## config.mk

```make
export PLATFORM = sky130hd
export DESIGN_NAME = jedro_1_sig_dumper
export DESIGN_NICKNAME = d
export VERILOG_FILES = /design/src/rtl/jedro_1_tb_pkg.sv /design/src/rtl/jedro_1_mailbox_snoop.sv /design/src/rtl/jedro_1_sig_dumper.sv
export SDC_FILE = /design/constraint.sdc
export NUM_CORES = 1
export LEC_CHECK = 0
export BUFFER_PORTS_ARGS = -buffer_cell sky130_fd_sc_hd__buf_4
export CAP_MARGIN = 20
export CORE_ASPECT_RATIO = 0.7
export CORE_MARGIN = 4
export CORE_UTILIZATION = 51
export DETAILED_ROUTE_END_ITERATION = 7
export GPL_TIMING_DRIVEN = 0
export PLACE_DENSITY = 0.81
export SYNTH_ARGS = -nofsm -noshare
export SYNTH_HDL_FRONTEND = slang
export SYNTH_SLANG_ARGS = --single-unit
```

## constraint.sdc

```tcl
create_clock -name clk_i -period 3.05 [get_ports clk_i]
set_input_delay 0.4575 -clock clk_i [delete_from_list [all_inputs] [get_ports clk_i]]
set_output_delay 0.4575 -clock clk_i [all_outputs]
set_load 0.01 [all_outputs]
```

## src/rtl/jedro_1_tb_pkg.sv

```systemverilog
// Shared types and default mailbox addresses for the signature dumper.
package jedro_1_tb_pkg;

  typedef enum logic [2:0] {
    ST_RUN  = 3'd0,
    ST_READ = 3'd1,
    ST_WAIT = 3'd2,
    ST_SEND = 3'd3,
    ST_DONE = 3'd4
  } state_t;

  localparam logic [31:0] DEF_SIG_BEGIN_ADDR = 32'h001F_FFFC;
  localparam logic [31:0] DEF_SIG_END_ADDR   = 32'h001F_FFF8;
  localparam logic [31:0] DEF_HALT_ADDR      = 32'h001F_FFF4;

endpackage

```

## src/rtl/jedro_1_mailbox_snoop.sv

```systemverilog
// Watches the data bus for full-word writes to the signature/halt mailboxes
// and keeps the latched begin/end/halt-code values.
module jedro_1_mailbox_snoop
  import jedro_1_tb_pkg::*;
#(
  parameter int unsigned             DATA_WIDTH     = 32,
  parameter int unsigned             ADDR_WIDTH     = 32,
  parameter logic [ADDR_WIDTH-1:0]   SIG_BEGIN_ADDR = ADDR_WIDTH'(DEF_SIG_BEGIN_ADDR),
  parameter logic [ADDR_WIDTH-1:0]   SIG_END_ADDR   = ADDR_WIDTH'(DEF_SIG_END_ADDR),
  parameter logic [ADDR_WIDTH-1:0]   HALT_ADDR      = ADDR_WIDTH'(DEF_HALT_ADDR)
) (
  input  logic                    clk_i,
  input  logic                    rstn_i,
  input  logic                    en_i,
  input  logic                    snp_stb_i,
  input  logic [DATA_WIDTH/8-1:0] snp_we_i,
  input  logic [ADDR_WIDTH-1:0]   snp_addr_i,
  input  logic [DATA_WIDTH-1:0]   snp_wdata_i,
  output logic [DATA_WIDTH-1:0]   sig_begin_o,
  output logic [DATA_WIDTH-1:0]   sig_end_o,
  output logic [DATA_WIDTH-1:0]   halt_code_o,
  output logic                    halt_o
);

  localparam logic [ADDR_WIDTH-1:0] LOW_MASK = ADDR_WIDTH'(DATA_WIDTH/8 - 1);

  logic full_wr;
  logic hit_begin;
  logic hit_end;
  logic hit_halt;

  // Word-granular match: byte-offset bits within the word are ignored.
  function automatic logic word_hit(input logic [ADDR_WIDTH-1:0] a,
                                    input logic [ADDR_WIDTH-1:0] m);
    return ((a ^ m) & ~LOW_MASK) == '0;
  endfunction

  always_comb begin
    full_wr   = en_i && snp_stb_i && (&snp_we_i);
    hit_begin = full_wr && word_hit(snp_addr_i, SIG_BEGIN_ADDR);
    hit_end   = full_wr && word_hit(snp_addr_i, SIG_END_ADDR);
    hit_halt  = full_wr && word_hit(snp_addr_i, HALT_ADDR);
    halt_o    = hit_halt && (snp_wdata_i != '0);
  end

  always_ff @(posedge clk_i or negedge rstn_i) begin
    if (!rstn_i) begin
      sig_begin_o <= '0;
      sig_end_o   <= '0;
      halt_code_o <= '0;
    end else begin
      if (hit_begin) sig_begin_o <= snp_wdata_i;
      if (hit_end)   sig_end_o   <= snp_wdata_i;
      if (halt_o)    halt_code_o <= snp_wdata_i;
    end
  end

endmodule

```

## src/rtl/jedro_1_sig_dumper.sv

```systemverilog
// Runs until a halt mailbox write or timeout, then reads the signature region
// from memory word by word and streams it out with valid/ready.
module jedro_1_sig_dumper
  import jedro_1_tb_pkg::*;
#(
  parameter int unsigned             DATA_WIDTH     = 32,
  parameter int unsigned             ADDR_WIDTH     = 32,
  parameter logic [ADDR_WIDTH-1:0]   SIG_BEGIN_ADDR = ADDR_WIDTH'(DEF_SIG_BEGIN_ADDR),
  parameter logic [ADDR_WIDTH-1:0]   SIG_END_ADDR   = ADDR_WIDTH'(DEF_SIG_END_ADDR),
  parameter logic [ADDR_WIDTH-1:0]   HALT_ADDR      = ADDR_WIDTH'(DEF_HALT_ADDR),
  parameter int unsigned             TIMEOUT_CYCLES = 1000000
) (
  input  logic                    clk_i,
  input  logic                    rstn_i,
  input  logic                    snp_stb_i,
  input  logic [DATA_WIDTH/8-1:0] snp_we_i,
  input  logic [ADDR_WIDTH-1:0]   snp_addr_i,
  input  logic [DATA_WIDTH-1:0]   snp_wdata_i,
  output logic                    mem_req_o,
  output logic [ADDR_WIDTH-1:0]   mem_addr_o,
  input  logic                    mem_rvalid_i,
  input  logic [DATA_WIDTH-1:0]   mem_rdata_i,
  output logic                    sig_valid_o,
  input  logic                    sig_ready_i,
  output logic [DATA_WIDTH-1:0]   sig_data_o,
  output logic                    sig_last_o,
  output logic                    busy_o,
  output logic                    done_o,
  output logic                    timeout_o,
  output logic [DATA_WIDTH-1:0]   halt_code_o
);

  localparam logic [ADDR_WIDTH-1:0] STEP     = ADDR_WIDTH'(DATA_WIDTH/8);
  localparam logic [ADDR_WIDTH-1:0] LOW_MASK = ADDR_WIDTH'(DATA_WIDTH/8 - 1);
  localparam logic [31:0]           TO_LAST  = 32'(TIMEOUT_CYCLES - 1);

  state_t                  state;
  logic [31:0]             cnt;
  logic [ADDR_WIDTH-1:0]   ptr;
  logic [DATA_WIDTH-1:0]   sig_begin;
  logic [DATA_WIDTH-1:0]   sig_end;
  logic                    halt;
  logic [ADDR_WIDTH-1:0]   begin_a;
  logic [ADDR_WIDTH-1:0]   end_a;
  logic [ADDR_WIDTH-1:0]   ptr_next;
  logic                    is_last;

  jedro_1_mailbox_snoop #(
    .DATA_WIDTH     (DATA_WIDTH),
    .ADDR_WIDTH     (ADDR_WIDTH),
    .SIG_BEGIN_ADDR (SIG_BEGIN_ADDR),
    .SIG_END_ADDR   (SIG_END_ADDR),
    .HALT_ADDR      (HALT_ADDR)
  ) u_snoop (
    .clk_i       (clk_i),
    .rstn_i      (rstn_i),
    .en_i        (state == ST_RUN),
    .snp_stb_i   (snp_stb_i),
    .snp_we_i    (snp_we_i),
    .snp_addr_i  (snp_addr_i),
    .snp_wdata_i (snp_wdata_i),
    .sig_begin_o (sig_begin),
    .sig_end_o   (sig_end),
    .halt_code_o (halt_code_o),
    .halt_o      (halt)
  );

  // Last-word test uses one extra bit so a pointer near the top of the
  // address space still terminates instead of wrapping past the end.
  always_comb begin
    begin_a  = ADDR_WIDTH'(sig_begin);
    end_a    = ADDR_WIDTH'(sig_end);
    ptr_next = ptr + STEP;
    is_last  = ({1'b0, ptr} + {1'b0, STEP}) >= {1'b0, end_a};
  end

  always_ff @(posedge clk_i or negedge rstn_i) begin
    if (!rstn_i) begin
      state       <= ST_RUN;
      cnt         <= '0;
      ptr         <= '0;
      mem_req_o   <= 1'b0;
      mem_addr_o  <= '0;
      sig_valid_o <= 1'b0;
      sig_data_o  <= '0;
      sig_last_o  <= 1'b0;
      busy_o      <= 1'b0;
      done_o      <= 1'b0;
      timeout_o   <= 1'b0;
    end else begin
      case (state)
        ST_RUN: begin
          if (halt) begin
            if (begin_a >= end_a) begin
              state  <= ST_DONE;
              done_o <= 1'b1;
            end else begin
              state      <= ST_READ;
              ptr        <= begin_a & ~LOW_MASK;
              mem_req_o  <= 1'b1;
              mem_addr_o <= begin_a & ~LOW_MASK;
              busy_o     <= 1'b1;
            end
          end else if (cnt == TO_LAST) begin
            state     <= ST_DONE;
            done_o    <= 1'b1;
            timeout_o <= 1'b1;
          end else begin
            cnt <= cnt + 32'd1;
          end
        end
        ST_READ: begin
          mem_req_o <= 1'b0;
          state     <= ST_WAIT;
        end
        ST_WAIT: begin
          if (mem_rvalid_i) begin
            sig_data_o  <= mem_rdata_i;
            sig_valid_o <= 1'b1;
            sig_last_o  <= is_last;
            state       <= ST_SEND;
          end
        end
        ST_SEND: begin
          if (sig_ready_i) begin
            sig_valid_o <= 1'b0;
            sig_last_o  <= 1'b0;
            ptr         <= ptr_next;
            if (sig_last_o) begin
              state  <= ST_DONE;
              busy_o <= 1'b0;
              done_o <= 1'b1;
            end else begin
              state      <= ST_READ;
              mem_req_o  <= 1'b1;
              mem_addr_o <= ptr_next;
            end
          end
        end
        ST_DONE: state <= ST_DONE;
        default: state <= ST_RUN;
      endcase
    end
  end

endmodule

```

==> results_dict.tcl, run 1 <==
set metrics [dict create \
    yosysSeqAreaShare_pct 49.98 \
    ys.flop_type "dfrtp_1" \
    cellPowerDensity_nw_per_um2 557.5 \
    p_leak_nw 7.691 \
    syn_nets 1201 \
    clk_latency_ns 0.54 \
    cts-root-buf "clkbuf_16" \
    die_w_um 188.8 \
    portBuffers 203 \
    antenna_found_initial 0 \
    relSlewSlack_pct 33.44 \
    rsz0062_at_grt "true" \
    grt_pass1_vias 9199 \
    diodes 0 \
    max_freq_mhz 309.5 \
    crit_arrival_ns 3.64 \
    clkTransAtPathRegs_ns 0.06 \
    setup_slack_ns -0.1815 \
    fin_hold_ws_ns 0.01051 \
    num-nets-final 1448 \
    vias 9040 \
    synth_edf_count 0 \
    drtIter0Drc 808 \
    slew_violations 0 \
    wl_per_cell_um 20.01 \
    dpl.hpwl_mm 23.23 \
    drc 0 \
    clock_path_buffers 3 \
    end_kind "flop" \
    ant_nets 0 \
    drt-total-wl_mm 31.94 \
    hold_buffers 0 \
    yosys-top-cells-area "dfrtp_1, mux2_2, ha_1, nand2_1, xnor2_1" \
    crit_type "flop to flop" \
    core_area_um2 22070 \
    ys_ff_latch 233 \
    die_h_um 134.5 \
    final.min_clock_period_ns 3.231 \
    worst_ir_drop_vdd_mv 0.4935 \
    yosysTopAreaCell "dfrtp_1" \
    layout_common_cells "dfrtp_1, buf_4, mux2_2" \
    clock_skew_ns 0.02980 \
    worst_slew_pin_slew_ns 0.9947 \
    tritoncts "built" \
    syn_inst 1030 \
    setup_viol 1 \
    setup_tns_ns -0.1815 \
    hold_class "input port to asynchronous set/reset pin" \
    dieArea_um2 25390 \
    start_util_pct 52.85 \
    vias_per_cell 5.664 \
    drv_cap 0 \
    crit_required_ns 3.46 \
    yosys_warnings 0 \
    gr-total-overflow 0 \
    cts.sinks 233 \
    syn_area_per_cell_um2 11.33 \
    grt_max_degree 123 \
    status "finished, violations left" \
    pin_count 207 \
    utilization_pct 67.29 \
    crit_fanout 5 \
    drive_above_1_share_pct 37.41 \
    track_usage_pct 24.66 \
    first_pass_iters 5 \
    violations "setup timing" \
    gp_congestion 0.9085 \
    grt_pass1_wl_mm 50.17 \
    synth_cell_types 56 \
    cp-start-kind "flop" \
    cts_max_level 1 \
    final-hold-violation-count 0 \
    final_common_cell "dfrtp_1" \
    netlist_area_um2 11660 \
    dp.cells 1539 \
    async_flop_share_pct 100.0 \
    rows 45 \
    layoutNonFillerInstCount 1596 \
    cts_buffers 24 \
    area_delta_synth_final_pct 27.32 \
    synth_top_area_share_pct 49.98 \
    min_period_over_period_pct 106.0 \
]
==> Yosys cell counts, types with 2 or more instances <==
cell type and number:
o21a_1 3, a32o_1 2, nor4_1 15, and3_1 15, or4_1 2, mux2i_1 10
a21boi_0 2, a21oi_1 32, nor2b_1 4, nor3_1 9, nand3_1 33, dfrtp_1 233
a211oi_1 3, o31ai_1 2, clkbuf_1 23, xnor2_1 45, or2_2 3, mux2_4 20
nand4_1 30, nand2_1 115, o22ai_1 5, xor2_1 14, or3_1 4, o31a_1 3
buf_2 14, nor2_2 3, ha_1 66, o22a_1 3, inv_1 56, nor4b_1 2
buf_6 3, buf_4 2, and4_1 6, a21o_1 18, and2_1 6, mux2_2 127
o21ai_0 56, nor2_1 22, a31oi_1 2
==> through the flow <==
step / instance area [µm²] / power, mW / setup WS (ns)
2_1_floorplan: 11660 / 4.435 / 0.03336
3_3_place_gp: 13570 / 5.179 / -0.9968
3_5_place_dp: 13610 / 5.245 / -0.9675
4_1_cts: 14600 / 8.241 / -0.04772
5_1_grt: 14850 / 8.608 / -0.3251
6_report: 14850 / 8.280 / -0.1815
==> report_power, final <==
group,switching (mW),internal (mW),leakage [nW]
combinational,0.829,0.877,4.36
sequential,0.210,3.41,2.96
clock,1.26,1.70,0.370
total,2.30,5.98,7.69
==> final timing paths <==
kind | start | end | slack, ns | cells past startpoint
min reg2reg | timeout_o$_DFFE_PN0P_ | timeout_o$_DFFE_PN0P_ | 0.46 | 1
max | ptr[10]$_DFFE_PN0P_ | sig_last_o$_DFFE_PN0P_ | -0.18 | 14
min | rstn_i | u_snoop.halt_code_o[12]$_DFFE_PN0P_ | 0.01 | 1
max in group asynchronous | rstn_i | u_snoop.halt_code_o[28]$_DFFE_PN0P_ | 1.95 | 2
min in group clk_i | mem_rdata_i[18] | sig_data_o[18]$_DFFE_PN0P_ | 0.15 | 2
max reg2reg | ptr[10]$_DFFE_PN0P_ | sig_last_o$_DFFE_PN0P_ | -0.18 | 14
==> state kept, by name, indices dropped and copies added, names as in the netlist, 3 cells and up <==
signal and flops:
cnt 32, mem_addr_o 32, state 3, u_snoop.sig_end_o 32
sig_data_o 32, u_snoop.halt_code_o 32, u_snoop.sig_begin_o 32, ptr 32
==> worst max-delay path, cell delays in order, from the launching register on <==
cell and delay [ns]:
dfrtp_1 0.41, and4_4 0.29, nand2_8 0.08, nor3_4 0.34
nand3_2 0.16, xnor2_2 0.17, ha_1 0.31, a21o_1 0.20
a21o_1 0.16, a21oi_2 0.18, o22ai_2 0.12, a211oi_2 0.29
o31ai_2 0.13, a21oi_2 0.21, a21oi_2 0.07
==> cell type report <==
cell class,instances,area [µm²]
Buffer,38,201.4
Fill cell,1627,7219
Clock inverter,8,123.9
Timing Repair Buffer,225,1724
Multi-Input combinational cell,699,5714
Sequential cell,233,5836
Clock buffer,32,660.6
Inverter,56,210.2
Tap cell,305,381.6
==> repair_timing <==
item                                    4_1_cts  5_1_grt
setup buffers                                10       11
pin swaps                                    11       20
endpoints found under the setup margin       64       70
gates resized for setup                      28       46
==> routing by layer <==
layer	up-vias	routed length (µm)	track usage, %
met5	-	0	0
met4	0	865	6.351
met3	63	3016	6.434
met2	434	14200	38.58
met1	4418	13870	34.73
li1	4125	-	-
==> kinds of logic (layout without fill, tap and decap cells) <==
family | after synthesis | in the layout | synth area share [%]
AO/OA/AOI/OAI | 139 | 139 | 7.176
XOR/XNOR | 59 | 59 | 4.430
multiplexers | 158 | 158 | 15.79
adder cells (fa/ha/maj) | 66 | 66 | 7.079
buffers and inverters | 98 | 359 | 3.561
AND/OR/NAND/NOR | 277 | 277 | 11.98
flip-flops | 233 | 233 | 49.98
(Power assumes the default switching activity.)
==> inputs of run 2 (changes only) <==
--- a/config.mk
+++ b/config.mk
@@ -5,13 +5,13 @@
 export SDC_FILE = /design/constraint.sdc
 export NUM_CORES = 1
 export LEC_CHECK = 0
-export BUFFER_PORTS_ARGS = -buffer_cell sky130_fd_sc_hd__buf_4
+export BUFFER_PORTS_ARGS = -buffer_cell sky130_fd_sc_hd__buf_2
 export CAP_MARGIN = 20
 export CORE_ASPECT_RATIO = 0.7
 export CORE_MARGIN = 4
 export CORE_UTILIZATION = 51
 export DETAILED_ROUTE_END_ITERATION = 7
-export GPL_TIMING_DRIVEN = 0
+export MAX_ROUTING_LAYER = met4
 export PLACE_DENSITY = 0.81
 export SYNTH_ARGS = -nofsm -noshare
 export SYNTH_HDL_FRONTEND = slang
==> run 2 against run 1 <==
Effect of this change:
- the run now ends clean
- global-route usage shrank 0.32 points
- die area stayed put
- utilization decreased by 1.6 points
- power is 0.16% lower
- clock power increased by 6%
- flip-flop and latch count unchanged
- first-iteration DRC count down 34%
- fmax is 7.9% higher
- register-to-register slack better by 0.24 ns
- cell area down 2.3%
- non-clock buffer count increased by 7
- final cell count increased by 0.75%
- highest routed layer unchanged
==> results_dict.tcl, run 2 (synthesized netlist as in run 1, its figures left out) <==
set metrics [dict create \
    final_common_cell "dfrtp_1" \
    tritoncts "built" \
    setup_viol 0 \
    final-hold-violation-count 0 \
    clk_latency_ns 0.54 \
    crit_type "flop to flop" \
    crit_end "sig_last_o$_DFFE_PN0P_" \
    core_area_um2 22070 \
    clock_skew_ns 0.03179 \
    setup_tns_ns 0 \
    worst_slew_pin_slew_ns 0.6840 \
    antenna_found_initial 1 \
    wl_met1_mm 13.52 \
    first_pass_iters 5 \
    grt_pass1_vias 9164 \
    start_util_pct 52.85 \
    rows 45 \
    timing.rr.start "ptr[11]$_DFFE_PN0P_" \
    cts_buffers 24 \
    pin_count 207 \
    fin_hold_ws_ns 0.1452 \
    cellPowerDensity_nw_per_um2 569.9 \
    min_period_over_period_pct 98.16 \
    max_freq_mhz 334.0 \
    drtIter0Drc 532 \
    layoutNonFillerInstCount 1608 \
    p_total_mw 8.267 \
    vias_per_cell 5.606 \
    cts_max_level 1 \
    gr-total-overflow 0 \
    rsz0062_at_grt "true" \
    hold_class "input port to flop" \
    r2r_end "sig_last_o$_DFFE_PN0P_" \
    final.min_clock_period_ns 2.994 \
    worst_ir_drop_vdd_mv 0.6730 \
    die_h_um 134.5 \
    drv_cap 0 \
    status "finished clean" \
    dr.max_layer_used "met4" \
    die_w_um 188.8 \
    crit_fanout 5 \
    wl_per_cell_um 19.21 \
    portBuffers 204 \
    gp_congestion 0.8895 \
    worstRegToRegCells 15 \
    ant_nets 0 \
    crit_required_ns 3.45 \
    layout_common_cells "dfrtp_1, buf_2, mux2_2" \
    cp_num_cells 15 \
    dpl.hpwl_mm 22.44 \
    worst-path-buf-inv 2 \
    grt_max_degree 89 \
    clock_path_buffers 3 \
    crit_chain "and4_4 > nand2_2 > nor3_2 > buf_4 > buf_4 > nand3_1 > xnor2_1 > ha_1 > nand4_1 > or2_2 > o22ai_2 > a211oi_2 > o31ai_1 > a21oi_1 > a21oi_1" \
    num-nets-final 1455 \
    wl_met3_mm 2.290 \
    crit_arrival_ns 3.40 \
    critPathMaxStageDelay_ns 0.39 \
    cp-start-kind "flop" \
    dp.cells 1549 \
    relSlewSlack_pct 54.40 \
    crit_slowest_cell "dfrtp_1" \
    drt-total-wl_mm 30.88 \
    end_kind "flop" \
    critical_path.top_delay_family "simple AND/OR/NAND/NOR gates" \
    cts-root-buf "clkbuf_16" \
    drc 0 \
    vias 9014 \
    area_delta_synth_final_pct 24.35 \
    crit_start "ptr[11]$_DFFE_PN0P_" \
    utilization_pct 65.72 \
    track_usage_pct 24.35 \
    slew_violations 0 \
    clkTransAtPathRegs_ns 0.07 \
    r2r_setup_slack_ns 0.06 \
    grt_pass1_wl_mm 48.79 \
    p_leak_nw 7.661 \
    drive_above_1_share_pct 38.17 \
    wl_met2_mm 14.34 \
    cts.sinks 233 \
    dieArea_um2 25390 \
]
==> run 2: worst min-delay path by stage <==
stage	slack, ns	end	from	cells after the start
after CTS	0.13	sig_data_o[25]$_DFFE_PN0P_	mem_rdata_i[25]	2
after global placement	0.44	done_o$_DFFE_PN0P_	done_o$_DFFE_PN0P_	1
after floorplan	0.16	busy_o$_DFFE_PN0P_	rstn_i	0
final	0.15	sig_data_o[25]$_DFFE_PN0P_	mem_rdata_i[25]	2
after detailed placement	0.45	done_o$_DFFE_PN0P_	done_o$_DFFE_PN0P_	1
after global routing	0.14	sig_data_o[12]$_DFFE_PN0P_	mem_rdata_i[12]	2
==> run 2: power breakdown <==
part | leakage (nW) | internal [mW] | switching, mW | total, mW
clock | 0.421 | 1.86 | 1.28 | 3.14
combinational | 4.27 | 0.721 | 0.785 | 1.51
sequential | 2.97 | 3.40 | 0.217 | 3.62
==> run 2: metal layers <==
metal	vias to the layer above	global-route usage, %
met5	-	-
met4	0	5.663
met3	50	4.961
met2	348	37.68
met1	4466	33.62
li1	4150	-
==> run 2: layout make-up <==
class                   count  area, µm²
diodes                      1      2.502
clock buffers              30      643.1
clock inverters            14      214.0
fillers                  1685       7566
inverters                  56      212.7
multi-input cells         699       5600
flip-flops and latches    233       5831
well taps                 305      381.6
repair buffers            270       1620
==> run 2: what timing repair did <==
item / CTS / global route
pin swaps: 2 / 19
setup buffers: 3 / 10
resized for setup: 4 / 31
endpoints found under the hold margin: 84 / 0
hold buffers: 1 / 0
setup endpoints to repair: 1 / 52
==> run 2: through the flow <==
stage / worst slack [ns] / cell area, µm²
floorplan: 0.03336 / 11660
global placement: 0.06998 / 13370
detailed placement: -0.04716 / 13370
CTS: 0.002632 / 14280
global route: -0.06676 / 14510
finish: 0.05608 / 14510
==> run 2: worst register-to-register path, stage by stage (launching register included) <==
cell	delay [ns]
dfrtp_1	0.39
and4_4	0.25
nand2_2	0.11
nor3_2	0.22
buf_4	0.15
buf_4	0.12
nand3_1	0.12
xnor2_1	0.28
ha_1	0.31
nand4_1	0.15
or2_2	0.17
o22ai_2	0.07
a211oi_2	0.22
o31ai_1	0.11
a21oi_1	0.13
a21oi_1	0.08
==> inputs of run 3 (changes only) <==
--- a/config.mk
+++ b/config.mk
@@ -11,6 +11,7 @@
 export CORE_MARGIN = 4
 export CORE_UTILIZATION = 51
 export DETAILED_ROUTE_END_ITERATION = 7
+export HOLD_SLACK_MARGIN = 0.15
 export MAX_ROUTING_LAYER = met4
 export PLACE_DENSITY = 0.81
 export SYNTH_ARGS = -nofsm -noshare
==> run 3 against run 2 <==
Effect of this change:
- global-route usage rose by 1.1 points
- clock power barely moved
- die area did not move
- utilization rose by 1.1 points
- register-to-register slack barely moved
- power rose by 0.99%
- setup slack got worse by 0.0023 ns
- fmax barely moved
- clock skew fell by 0.0018 ns
- wire length rose by 3.9%
- sequential share of layout area fell by 0.67 points
- largest power group unchanged
==> results_dict.tcl, run 3 (synthesized netlist as in run 1, its figures left out) <==
set metrics [dict create \
    vias 9200 \
    crit_type "flop to flop" \
    drt-total-wl_mm 32.10 \
    first_pass_iters 5 \
    die_w_um 188.8 \
    cts_max_level 1 \
    num-nets-final 1480 \
    tritoncts "built" \
    setup_viol 0 \
    area_delta_synth_final_pct 26.47 \
    p_leak_nw 7.765 \
    drive_above_1_share_pct 37.45 \
    gp_congestion 0.8895 \
    crit_required_ns 3.45 \
    cts.sinks 233 \
    setup_tns_ns 0 \
    final-hold-violation-count 0 \
    grt_pass1_wl_mm 50.70 \
    cellPowerDensity_nw_per_um2 565.9 \
    start_util_pct 52.85 \
    track_usage_pct 25.47 \
    crit_fanout 5 \
    dieArea_um2 25390 \
    wl_per_cell_um 19.67 \
    crit_arrival_ns 3.40 \
    pin_count 207 \
    dpl.hpwl_mm 22.44 \
    vias_per_cell 5.637 \
    die_h_um 134.5 \
    end_kind "flop" \
    place_area_um2 13370 \
    setup_slack_ns 0.05378 \
    status "finished clean" \
    dp.cells 1549 \
    worst_slew_pin_slew_ns 0.6914 \
    rows 45 \
    grt_pass1_vias 9376 \
    gr-total-overflow 0 \
    dp_worst_setup_slack_ns -0.04716 \
    cts-root-buf "clkbuf_16" \
    rsz0062_at_grt "true" \
    core_area_um2 22070 \
    clk_latency_ns 0.54 \
    layoutNonFillerInstCount 1632 \
    p_total_mw 8.349 \
    hold_class "input port to flop" \
    diodes 0 \
    clock_skew_ns 0.03003 \
    slew_violations 0 \
    final.min_clock_period_ns 2.996 \
    antenna_found_initial 0 \
    num-fill-cells 1641 \
    final_common_cell "dfrtp_1" \
    portBuffers 204 \
    worst_ir_drop_vdd_mv 0.7065 \
    drtIter0Drc 605 \
    relSlewSlack_pct 53.91 \
    cts_buffers 24 \
    grt_max_degree 89 \
    ant_nets 0 \
    stdcell_area_um2 14750 \
    clkTransAtPathRegs_ns 0.07 \
    clock_path_buffers 3 \
    max_freq_mhz 333.8 \
    layout_common_cells "dfrtp_1, buf_2, mux2_2" \
    cp-start-kind "flop" \
    drc 0 \
    min_period_over_period_pct 98.24 \
    drv_cap 0 \
]
run 3: cell types whose count changed in the layout (fill, tap and decap cells not counted):
cell | previous run | this run
diode_2 | 1 | 0
dlygate4sd3_1 | 1 | 26
run 3: per-layer routing:
layer  global-route usage, %  vias to the layer above  share of wire (%)
li1                        -                     4197                  -
met2                   40.12                      364                 47
met4                   6.392                        0                2.6
met1                   34.62                     4583                 43
met3                   4.832                       56                6.9
met5                       -                        -                  0
run 3: critical path: stages, from the launching register on:
cell	delay (ns)
dfrtp_1	0.44
ha_4	0.18
nand3_4	0.08
nor3_2	0.16
buf_4	0.16
nand3_1	0.11
xor2_1	0.24
inv_1	0.12
ha_4	0.23
a21o_1	0.15
a21o_1	0.18
a21oi_2	0.18
o22ai_2	0.10
a211oi_2	0.22
o31ai_1	0.11
a21oi_1	0.13
a21oi_1	0.08
run 3: layout make-up:
class                   count  area (µm²)  area share (%)
flip-flops and latches    233        5831           39.52
well taps                 305       381.6           2.587
clock buffers              30       643.1           4.359
repair buffers            295        1871           12.68
clock inverters            14       214.0           1.450
multi-input cells         699        5600           37.96
inverters                  56       212.7           1.442
run 3: where the power goes:
| part | internal, mW | switching, mW |
|---|---|---|
| Sequential | 3.40 | 0.230 |
| Clock | 1.86 | 1.29 |
| Combinational | 0.743 | 0.815 |
run 3: repair_timing:
action,4_1_cts,5_1_grt
gates resized for setup,4,31
setup buffers,3,10
hold buffers,26,0
endpoints found under the hold margin,109,0
setup endpoints to repair,1,52
pin swaps,2,19
run 3: stage by stage:
| stage | util (%) | hold slack (ns) |
|---|---|---|
| after floorplan | - | 0.1619 |
| after global placement | 60.57 | 0.4416 |
| after detailed placement | 60.57 | 0.4503 |
| after CTS | 65.82 | 0.1507 |
| after global routing | 66.84 | 0.1531 |
| final | 66.84 | 0.1592 |
run 3: final timing paths:
kind / startpoint / endpoint / slack [ns] / cells past startpoint
max: ptr[3]$_DFFE_PN0P_ / sig_last_o$_DFFE_PN0P_ / 0.05 / 16
min: mem_rdata_i[20] / sig_data_o[20]$_DFFE_PN0P_ / 0.16 / 2
max reg2reg: ptr[3]$_DFFE_PN0P_ / sig_last_o$_DFFE_PN0P_ / 0.05 / 16
min reg2reg: done_o$_DFFE_PN0P_ / done_o$_DFFE_PN0P_ / 0.46 / 1
max in group asynchronous: rstn_i / ptr[16]$_DFFE_PN0P_ / 1.71 / 3
min in group asynchronous: rstn_i / u_snoop.halt_code_o[12]$_DFFE_PN0P_ / 0.54 / 2
